### config.mk
export PLATFORM = sky130hd
export DESIGN_NAME = uart_tx_engine_flat
export DESIGN_NICKNAME = d
export VERILOG_FILES = /design/src/rtl/uart_tx_engine_if.sv /design/src/rtl/uart_tx_engine.sv /design/src/flat_wrapper.sv
export SDC_FILE = /design/constraint.sdc
export NUM_CORES = 1
export LEC_CHECK = 0
export ABC_AREA = 1
export BUFFER_PORTS_ARGS = -buffer_cell sky130_fd_sc_hd__buf_2
export CAP_MARGIN = 20
export CORE_MARGIN = 10
export CORE_UTILIZATION = 30
export CTS_CLUSTER_DIAMETER = 80
export CTS_CLUSTER_SIZE = 28
export DETAILED_ROUTE_END_ITERATION = 16
export HOLD_SLACK_MARGIN = 0.08
export PLACE_DENSITY_LB_ADDON = 0.1
export SYNTH_ARGS = -nofsm -noshare
export SYNTH_HDL_FRONTEND = slang
export SYNTH_SLANG_ARGS = --single-unit
### constraint.sdc
create_clock -name clk -period 2.8 [get_ports clk]
set_input_delay 0.28 -clock clk [delete_from_list [all_inputs] [get_ports clk]]
set_output_delay 0.28 -clock clk [all_outputs]
set_load 0.1 [all_outputs]
### src/rtl/uart_tx_engine_if.sv
// Handshake and frame-config bundle between the UART register block (master)
// and the transmit serializer (slave).
interface uart_tx_engine_if;
  logic       start_tx;
  logic [7:0] tx_data;
  logic [1:0] data_bit_num;
  logic       stop_bit_num;
  logic       parity_en;
  logic       parity_type;
  logic       tx;
  logic       start_tx_down;
  logic       tx_done;
  logic       tx_busy;

  modport master (
    output start_tx, tx_data, data_bit_num, stop_bit_num, parity_en, parity_type,
    input  tx, start_tx_down, tx_done, tx_busy
  );

  modport slave (
    input  start_tx, tx_data, data_bit_num, stop_bit_num, parity_en, parity_type,
    output tx, start_tx_down, tx_done, tx_busy
  );
endinterface

### src/rtl/uart_tx_engine.sv
// UART transmit serializer: start bit, 5-8 data bits LSB first, optional parity,
// 1 or 2 stop bits. Every bit is held for BAUD_DIV clocks; all outputs registered.
module uart_tx_engine #(
  parameter int BAUD_DIV = 434
) (
  input  logic             clk,
  input  logic             rst,
  uart_tx_engine_if.slave  bus
);

  localparam int CW = $clog2(BAUD_DIV);
  localparam logic [CW-1:0] BAUD_LAST = CW'(BAUD_DIV - 1);

  typedef enum logic [2:0] {IDLE, START, DATA, PARITY, STOP} state_t;

  state_t        state_q, state_d;
  logic [CW-1:0] baudCnt_q, baudCnt_d;
  logic [2:0]    bitCnt_q, bitCnt_d;
  logic          stopCnt_q, stopCnt_d;
  logic          tx_q, tx_d;
  logic          startTxDown_q, startTxDown_d;
  logic          txDone_q, txDone_d;
  logic          load;

  logic [7:0]    shadowData_q;
  logic [1:0]    shadowBits_q;
  logic          shadowStop_q;
  logic          shadowParEn_q;
  logic          shadowParType_q;

  logic [2:0]    lastBit;
  logic [7:0]    dataMask;
  logic          parityBit;

  // Only the captured copy of data/config is used, so mid-frame input changes are harmless.
  assign lastBit   = 3'd4 + {1'b0, shadowBits_q};
  assign dataMask  = 8'hFF >> (2'd3 - shadowBits_q);
  assign parityBit = (^(shadowData_q & dataMask)) ^ shadowParType_q;

  always_comb begin
    state_d       = state_q;
    baudCnt_d     = baudCnt_q;
    bitCnt_d      = bitCnt_q;
    stopCnt_d     = stopCnt_q;
    txDone_d      = txDone_q;
    startTxDown_d = 1'b0;
    load          = 1'b0;
    tx_d          = 1'b1;

    if (state_q == IDLE) begin
      if (bus.start_tx) begin
        load          = 1'b1;
        startTxDown_d = 1'b1;
        txDone_d      = 1'b0;
        state_d       = START;
        baudCnt_d     = '0;
      end
    end else if (baudCnt_q != BAUD_LAST) begin
      baudCnt_d = baudCnt_q + 1'b1;
    end else begin
      baudCnt_d = '0;
      unique case (state_q)
        START: begin
          state_d  = DATA;
          bitCnt_d = 3'd0;
        end
        DATA: begin
          if (bitCnt_q == lastBit) begin
            state_d   = shadowParEn_q ? PARITY : STOP;
            stopCnt_d = 1'b0;
          end else begin
            bitCnt_d = bitCnt_q + 3'd1;
          end
        end
        PARITY: begin
          state_d   = STOP;
          stopCnt_d = 1'b0;
        end
        STOP: begin
          if (stopCnt_q == shadowStop_q) begin
            state_d  = IDLE;
            txDone_d = 1'b1;
          end else begin
            stopCnt_d = 1'b1;
          end
        end
        default: state_d = IDLE;
      endcase
    end

    // The line level is computed from the next state so tx changes on the same edge as the state.
    unique case (state_d)
      START:   tx_d = 1'b0;
      DATA:    tx_d = shadowData_q[bitCnt_d];
      PARITY:  tx_d = parityBit;
      default: tx_d = 1'b1;
    endcase
  end

  always_ff @(posedge clk or posedge rst) begin
    if (rst) begin
      state_q         <= IDLE;
      baudCnt_q       <= '0;
      bitCnt_q        <= 3'd0;
      stopCnt_q       <= 1'b0;
      tx_q            <= 1'b1;
      startTxDown_q   <= 1'b0;
      txDone_q        <= 1'b0;
      shadowData_q    <= 8'h00;
      shadowBits_q    <= 2'd0;
      shadowStop_q    <= 1'b0;
      shadowParEn_q   <= 1'b0;
      shadowParType_q <= 1'b0;
    end else begin
      state_q       <= state_d;
      baudCnt_q     <= baudCnt_d;
      bitCnt_q      <= bitCnt_d;
      stopCnt_q     <= stopCnt_d;
      tx_q          <= tx_d;
      startTxDown_q <= startTxDown_d;
      txDone_q      <= txDone_d;
      if (load) begin
        shadowData_q    <= bus.tx_data;
        shadowBits_q    <= bus.data_bit_num;
        shadowStop_q    <= bus.stop_bit_num;
        shadowParEn_q   <= bus.parity_en;
        shadowParType_q <= bus.parity_type;
      end
    end
  end

  assign bus.tx            = tx_q;
  assign bus.start_tx_down = startTxDown_q;
  assign bus.tx_done       = txDone_q;
  assign bus.tx_busy       = (state_q != IDLE);

endmodule

### src/flat_wrapper.sv
// flat-port wrapper written by rule: the top's interface ports become plain ports
module uart_tx_engine_flat 
#(
  parameter int BAUD_DIV = 434
)
  (clk, rst, bus_start_tx, bus_tx_data, bus_data_bit_num, bus_stop_bit_num, bus_parity_en, bus_parity_type, bus_tx, bus_start_tx_down, bus_tx_done, bus_tx_busy);
  uart_tx_engine_if bus_i ();
  input  logic clk;
  input  logic rst;
  input wire logic [$bits(bus_i.start_tx)-1:0] bus_start_tx;
  input wire logic [$bits(bus_i.tx_data)-1:0] bus_tx_data;
  input wire logic [$bits(bus_i.data_bit_num)-1:0] bus_data_bit_num;
  input wire logic [$bits(bus_i.stop_bit_num)-1:0] bus_stop_bit_num;
  input wire logic [$bits(bus_i.parity_en)-1:0] bus_parity_en;
  input wire logic [$bits(bus_i.parity_type)-1:0] bus_parity_type;
  output wire logic [$bits(bus_i.tx)-1:0] bus_tx;
  output wire logic [$bits(bus_i.start_tx_down)-1:0] bus_start_tx_down;
  output wire logic [$bits(bus_i.tx_done)-1:0] bus_tx_done;
  output wire logic [$bits(bus_i.tx_busy)-1:0] bus_tx_busy;
  assign bus_i.start_tx = bus_start_tx;
  assign bus_i.tx_data = bus_tx_data;
  assign bus_i.data_bit_num = bus_data_bit_num;
  assign bus_i.stop_bit_num = bus_stop_bit_num;
  assign bus_i.parity_en = bus_parity_en;
  assign bus_i.parity_type = bus_parity_type;
  assign bus_tx = bus_i.tx;
  assign bus_start_tx_down = bus_i.start_tx_down;
  assign bus_tx_done = bus_i.tx_done;
  assign bus_tx_busy = bus_i.tx_busy;
  uart_tx_engine #(.BAUD_DIV(BAUD_DIV)) u_core (.clk(clk), .rst(rst), .bus(bus_i));
endmodule
==> results of run 1 <==
==> critical path, delay by kind of cell (launching register included) <==
| kind | cells | cell delay (ps) |
|---|---|---|
| fa+ha+maj | 1 | 210 |
| buf+inv | 2 | 230 |
| flops | 1 | 380 |
| simple gates | 8 | 1010 |
==> sequential cells by signal, indices dropped and copies added (netlist names) <==
register and flops:
u_core.baudCnt_q 9, u_core.bitCnt_q 3, u_core.bus.start_tx_down 1, u_core.bus.tx 1, u_core.bus.tx_done 1, u_core.shadowBits_q 2, u_core.shadowData_q 8, u_core.shadowParEn_q 1
u_core.shadowParType_q 1, u_core.shadowStop_q 1, u_core.state_q 3, u_core.stopCnt_q 1
==> final cells by class <==
class | instances | area share (%)
timing repair buffer | 20 | 4.432
multi-input combinational | 174 | 45.41
sequential | 32 | 34.65
tap | 77 | 4.162
clock buffer | 7 | 4.162
inverter | 35 | 5.892
clock inverter | 1 | 1.297
==> cell families (layout without fill, tap and decap cells) <==
logic type	after synthesis	in the layout	share of synthesized area (%)
and+or+nand+nor	129	129	36.84
adders and majority gates	3	3	1.876
xor gates and xnor gates	11	11	4.815
AOI/OAI and AO/OA	31	31	9.005
DFF	32	32	40.09
buffers and inverters	36	63	7.380
==> worst paths after layout <==
check / from / endpoint
setup / recovery: u_core.baudCnt_q[1]$_DFFE_PP0P_ / u_core.shadowData_q[1]$_DFFE_PP0P_
hold / removal: rst / u_core.baudCnt_q[3]$_DFFE_PP0P_
setup reg to reg: u_core.baudCnt_q[1]$_DFFE_PP0P_ / u_core.shadowData_q[1]$_DFFE_PP0P_
hold reg to reg: u_core.bus.tx_done$_DFFE_PP0P_ / u_core.bus.tx_done$_DFFE_PP0P_
max in group asynchronous: rst / u_core.bus.tx$_DFF_PP1_
min in group clk: bus_tx_data[5] / u_core.shadowData_q[5]$_DFFE_PP0P_
==> metal layers <==
layer  wire (um)  part of all wire (%)  up-vias
li1            -                     -      821
met1        2296                    52      700
met2        1981                    45       25
met3         142                   3.2        2
met4          17                  0.38        0
met5           0                     0        -
==> Yosys cell counts <==
cell | instances | area (um2)
o22ai_1 | 4 | 25.02
nand3_2 | 7 | 70.07
nor2_2 | 2 | 12.51
o211ai_1 | 1 | 7.510
inv_6 | 1 | 8.760
o31ai_1 | 1 | 7.510
nand3_1 | 14 | 70.07
and2_1 | 1 | 6.260
ha_1 | 3 | 37.54
nand4_4 | 1 | 21.27
nor3_1 | 3 | 15.01
nor2_8 | 4 | 80.08
inv_2 | 6 | 22.52
a21oi_1 | 7 | 35.03
nand2_2 | 7 | 43.79
o22ai_2 | 1 | 12.51
o2111ai_1 | 1 | 8.760
xor2_1 | 6 | 52.55
nor2_4 | 5 | 56.30
dfstp_2 | 1 | 26.28
nand4_1 | 1 | 6.260
dfrtp_1 | 31 | 775.7
nand2_1 | 63 | 236.5
nand2_4 | 5 | 56.30
nor2_1 | 15 | 56.30
o21ai_1 | 2 | 10.01
xnor2_1 | 5 | 43.79
inv_1 | 28 | 105.1
and3_1 | 1 | 6.260
buf_6 | 1 | 11.26
o21ai_0 | 13 | 65.06
a21oi_2 | 1 | 8.760
==> power breakdown <==
part           switching (mW)  internal [mW]
clock network           0.184          0.314
logic                   0.302          0.168
registers              0.0972          0.564
==> impl_metrics.csv, run 1 <==
group,metric,value,unit
clock_tree,clkTransAtPathRegs,80,ps
sta,clock_skew,9.902,ps
sta,period_share,68.98,%
grt,use_met3,2.791,%
sta,setup_viol_count_final,0,
power_and_ir_drop,p_per_area,704.1,mW/mm2
layout,finish.utilization,36.04,%
die,die_h,101.7,um
clock_tree,clock_sinks,32,
sta,tns,0,ps
sta,timing.final.ws_setup,868.4,ps
logic_synthesis,yosys_register_bits,32,
logic_synthesis,syn_avg_cell_area,8.267,um2
logic_synthesis,synth_area,0.002001,mm2
placement,pre_cts_ws,829.8,ps
clock_tree,clock_latency,290,ps
logic_synthesis,ys_warn_count,0,
layout,fin_cells,346,
clock_tree,cts_resized,0,
worst_setup_path,crit_path_cell_trace,"inv_1 > ha_1 > nand4_4 > nor2_8 > nor2_4 > nor2_4 > nand2_4 > nor2_8 > inv_2 > nand2_1 > nand2_1",
grt,grtUsageTotal,9.398,%
grt,grt-ovfl-total,0,
worst_setup_path,cp_max_fo,19,
worst_setup_path,critPathMaxStageDelay,380,ps
sta,finalMaxSlewViolations,0,
grt,grt_pass1_wl,7.721,mm
sta,fin_crit,1932,ps
die,initial_core_util,31.15,%
power_and_ir_drop,p_leak,1.180,nW
flow_run,maxCapViolations,0,
placement,postPlaceCellArea,0.002188,mm2
sta,rsz0062_at_grt,"no",
run_status,status,"finished, final reports clean",
die,die_w,101.7,um
route,first_iter_violations,76,
clock_tree,numCtsBuffers,5,
placement,dp_hpwl,3.462,mm
die,pin_count,20,
worst_setup_path,cp_slowest_cell,"dfrtp_1",
die,dieArea,0.01034,mm2
sta,hold_viol_final,0,
sta,maxSlewHeadroom,56.87,%
logic_synthesis,syn_inst,242,
worst_setup_path,r2r_slack,870,ps
clock_tree,cts_tree,"done",
sta,tightest_slew,646.2,ps
clock_tree,clockBufferDepth,2,
grt,grt_pass1_vias,1581,
grt,met1_usage,12.35,%
layout,finalInstanceArea,0.002315,mm2
placement,io_buffer_count,19,
worst_setup_path,crit_path_end_kind,"register",
grt,grt_max_degree,20,
worst_setup_path,rr_worst_depth,11,
placement,place_congestion,0.7688,
clock_tree,cts_htree_levels,2,
worst_setup_path,start_kind,"register",
route,routedWlPerCell,12.83,um
layout,layout_common_cells,"63 x nand2_1, 31 x dfrtp_1, 28 x inv_1",
layout,multiInputGateArea,0.001051,mm2
route,first_pass_iters,4,
layout,register_area,802.0,um2
worst_setup_path,arrival,2110,ps
route,drtAntennaViolNets,0,
route,drcViolationCount,0,
layout,final_common_cell,"nand2_1",
route,wl,4.438,mm
clock_tree,cts_setup_buffers,0,
power_and_ir_drop,ir_drop,0.1930,mV
layout,drive_above_1_share,25.65,%
worst_setup_path,crit_type,"register to register",
worst_setup_path,cp.required,2980,ps
layout,nFillCells,678,
route,vias_per_cell,4.474,
layout,antenna_cells,0,
clock_tree,cts_root_buffer,"clkbuf_8",
die,rows,29,
layout,nets,287,
grt,met2_usage,14.56,%
logic_synthesis,synth_cell_type_count,32,
placement,dp.cells,338,
sta,worst_hold_slack,68.80,ps
logic_synthesis,syn_nets,261,
die,fp.coreArea,0.006422,mm2
clock_tree,ctsHoldBuffers,0,
logic_synthesis,yosysSeqAreaShare,40.09,%
power_and_ir_drop,p_total,1.630,mW
sta,max_freq,0.5177,GHz
grt,antenna_found_initial,0,
route,dr_total_vias,1548,
layout,syn_to_final_growth,15.70,%
hold_path,hp-class,"input port to async pin",
grt,grt-busiest-layer,"met2",
No activity file was read; power rests on OpenSTA's default activity.
==> inputs of run 2 (changes only) <==
- clock period: 2.8 -> 1.8 ns (I/O delays scaled with it)
==> run 2 against run 1 <==
Hold slack better by 25 ps. First-iteration DRC count down 28%. Clock power grew 17%. Sequential share of layout area is 2.4 points lower. Wire length up 2.1%. Clock skew rose by 2.6 ps. Register-to-register slack worse by 820 ps. Critical path depth unchanged.
==> impl_metrics.csv, run 2 (synthesis results as in run 1) <==
group,metric,value,unit
run_status,status,"finished, final reports clean",
worst_setup_path,critPathMaxStageDelay,390,ps
sta,maxSlewHeadroom,67.64,%
worst_setup_path,path_delay_family,"simple AND/OR/NAND/NOR gates",
clock_tree,cts_htree_levels,2,
layout,syn_to_final_growth,24.26,%
clock_tree,clockBufferDepth,2,
route,drtAntennaViolNets,0,
grt,antenna_found_initial,0,
hold_path,min_path_cells,3,
worst_setup_path,crit_cells,11,
worst_setup_path,crit_path_start,"u_core.baudCnt_q[1]$_DFFE_PP0P_",
sta,finalMaxSlewViolations,0,
route,wl,4.533,mm
clock_tree,cts_root_buffer,"clkbuf_8",
layout,multiInputGateArea,0.001106,mm2
sta,max_freq,0.5716,GHz
power_and_ir_drop,p_per_area,980.1,mW/mm2
clock_tree,clock_latency,290,ps
worst_setup_path,endpoint,"u_core.shadowData_q[5]$_DFFE_PP0P_",
grt,grt-ovfl-total,0,
power_and_ir_drop,ir_drop,0.3679,mV
sta,worst_hold_slack,94.03,ps
sta,tightest_slew,488.7,ps
layout,finalInstanceArea,0.002486,mm2
sta,period_share,97.20,%
clock_tree,clock_sinks,32,
worst_setup_path,cp.required,1980,ps
route,first_pass_iters,4,
grt,grtUsageTotal,9.713,%
die,dieArea,0.01034,mm2
layout,finish.utilization,38.71,%
worst_setup_path,r2r-start,"u_core.baudCnt_q[1]$_DFFE_PP0P_",
layout,antenna_cells,0,
die,fp.coreArea,0.006422,mm2
route,vias_per_cell,4.453,
placement,postPlaceCellArea,0.002276,mm2
layout,nets,303,
worst_setup_path,cp_slowest_cell,"dfrtp_1",
sta,rsz0062_at_grt,"yes",
worst_setup_path,cp_max_fo,9,
layout,nFillCells,705,
layout,drive_above_1_share,33.68,%
worst_setup_path,timing.critical_path.buf_inv,2,
die,pin_count,20,
sta,clock_skew,12.45,ps
layout,register_area,802.0,um2
route,routedWlPerCell,12.52,um
layout,largest_reg_flops,9,
route,dr_total_vias,1612,
grt,grt_max_degree,33,
die,rows,29,
power_and_ir_drop,p_int,1.503,mW
worst_setup_path,r2r_slack,50,ps
worst_setup_path,rr_worst_depth,11,
grt,grt_pass1_vias,1694,
placement,pre_cts_ws,-37.17,ps
sta,setup_viol_count_final,0,
worst_setup_path,crit_path_cell_trace,"inv_2 > ha_4 > nand4_4 > nor2_8 > nor2_4 > nor2_4 > nand2_4 > nor2_8 > inv_2 > nand2_1 > nand2_1",
hold_path,hp-class,"input port to register",
clock_tree,cts_tree,"done",
power_and_ir_drop,seqPwrFrac,42.6,%
placement,io_buffer_count,19,
power_and_ir_drop,p_leak,1.258,nW
power_and_ir_drop,pwr-share-clk,23.9,%
clock_tree,numCtsBuffers,5,
worst_setup_path,crit_path_end_kind,"register",
worst_setup_path,start_kind,"register",
worst_setup_path,crit_type,"register to register",
die,die_h,101.7,um
layout,top_regs,"u_core.baudCnt_q: 9 flops, u_core.shadowData_q: 8 flops",
route,drcViolationCount,0,
power_and_ir_drop,combPwrFrac,33.4,%
layout,largest-register,"u_core.baudCnt_q",
clock_tree,clkTransAtPathRegs,60,ps
power_and_ir_drop,switchingPower,933.8,uW
worst_setup_path,arrival,1930,ps
die,initial_core_util,31.15,%
sta,fin_crit,1750,ps
sta,timing.final.ws_setup,50.45,ps
layout,final_common_cell,"nand2_1",
power_and_ir_drop,switching_share,38.32,%
hold_path,worstHoldStart,"bus_tx_data[6]",
grt,grt_pass1_wl,7.955,mm
flow_run,maxCapViolations,0,
worst_setup_path,rr_endpoint,"u_core.shadowData_q[5]$_DFFE_PP0P_",
die,die_w,101.7,um
sta,hold_viol_final,0,
layout,layout_common_cells,"57 x nand2_1, 31 x dfrtp_1, 26 x inv_1",
placement,place_congestion,0.7703,
route,first_iter_violations,55,
placement,dp_hpwl,3.505,mm
run 2: worst min path at each step:
stage	to
6_report	u_core.shadowData_q[6]$_DFFE_PP0P_
5_1_grt	u_core.shadowData_q[7]$_DFFE_PP0P_
4_1_cts	u_core.shadowData_q[6]$_DFFE_PP0P_
3_5_place_dp	u_core.baudCnt_q[2]$_DFFE_PP0P_
3_3_place_gp	u_core.baudCnt_q[2]$_DFFE_PP0P_
2_1_floorplan	u_core.baudCnt_q[0]$_DFFE_PP0P_
run 2: layout make-up:
cell class                      count  area share (%)
Timing Repair Buffer               36           10.27
Clock buffer                        8           3.624
Inverter                           35           5.486
Multi-Input combinational cell    174           44.49
Sequential cell                    32           32.26
Tap cell                           77           3.875
run 2: power by group through the flow:
stage	registers, mW	logic (mW)	clock network, mW
5_1_grt	1.07	0.922	0.640
6_report	1.04	0.815	0.583
2_1_floorplan	1.10	0.521	0
4_1_cts	1.04	0.806	0.604
3_5_place_dp	1.04	0.780	0
3_3_place_gp	1.04	0.777	0
run 2: routing by layer:
layer / GRT usage [%] / share of wire [%]
met5: 0 / 0
met2: 15.61 / 47
met3: 3.131 / 4.9
met4: 3.300 / 1.4
met1: 11.97 / 46
run 2: worst register-to-register path, stage by stage, from the launching register on:
cell and delay [ps]:
dfrtp_1 390, inv_2 80, ha_4 150, nand4_4 100, nor2_8 200, nor2_4 60, nor2_4 160, nand2_4 90
nor2_8 190, inv_2 110, nand2_1 70, nand2_1 40
run 2: stage by stage:
step / TNS, ps / power, mW / instances
finish: 0 / 2.437 / 362
global route: -585.6 / 2.627 / 362
CTS: 0 / 2.449 / 358
detailed placement: -37.17 / 1.822 / 348
global placement: -49.68 / 1.819 / 348
floorplan: 0 / 1.624 / 242
run 2: what timing repair did:
item	4_1_cts	5_1_grt
setup buffers	1	3
hold endpoints to repair	31	0
cloned	0	1
hold buffers	1	0
pin swaps	1	14
setup endpoints to repair	1	2
resized for setup	4	14
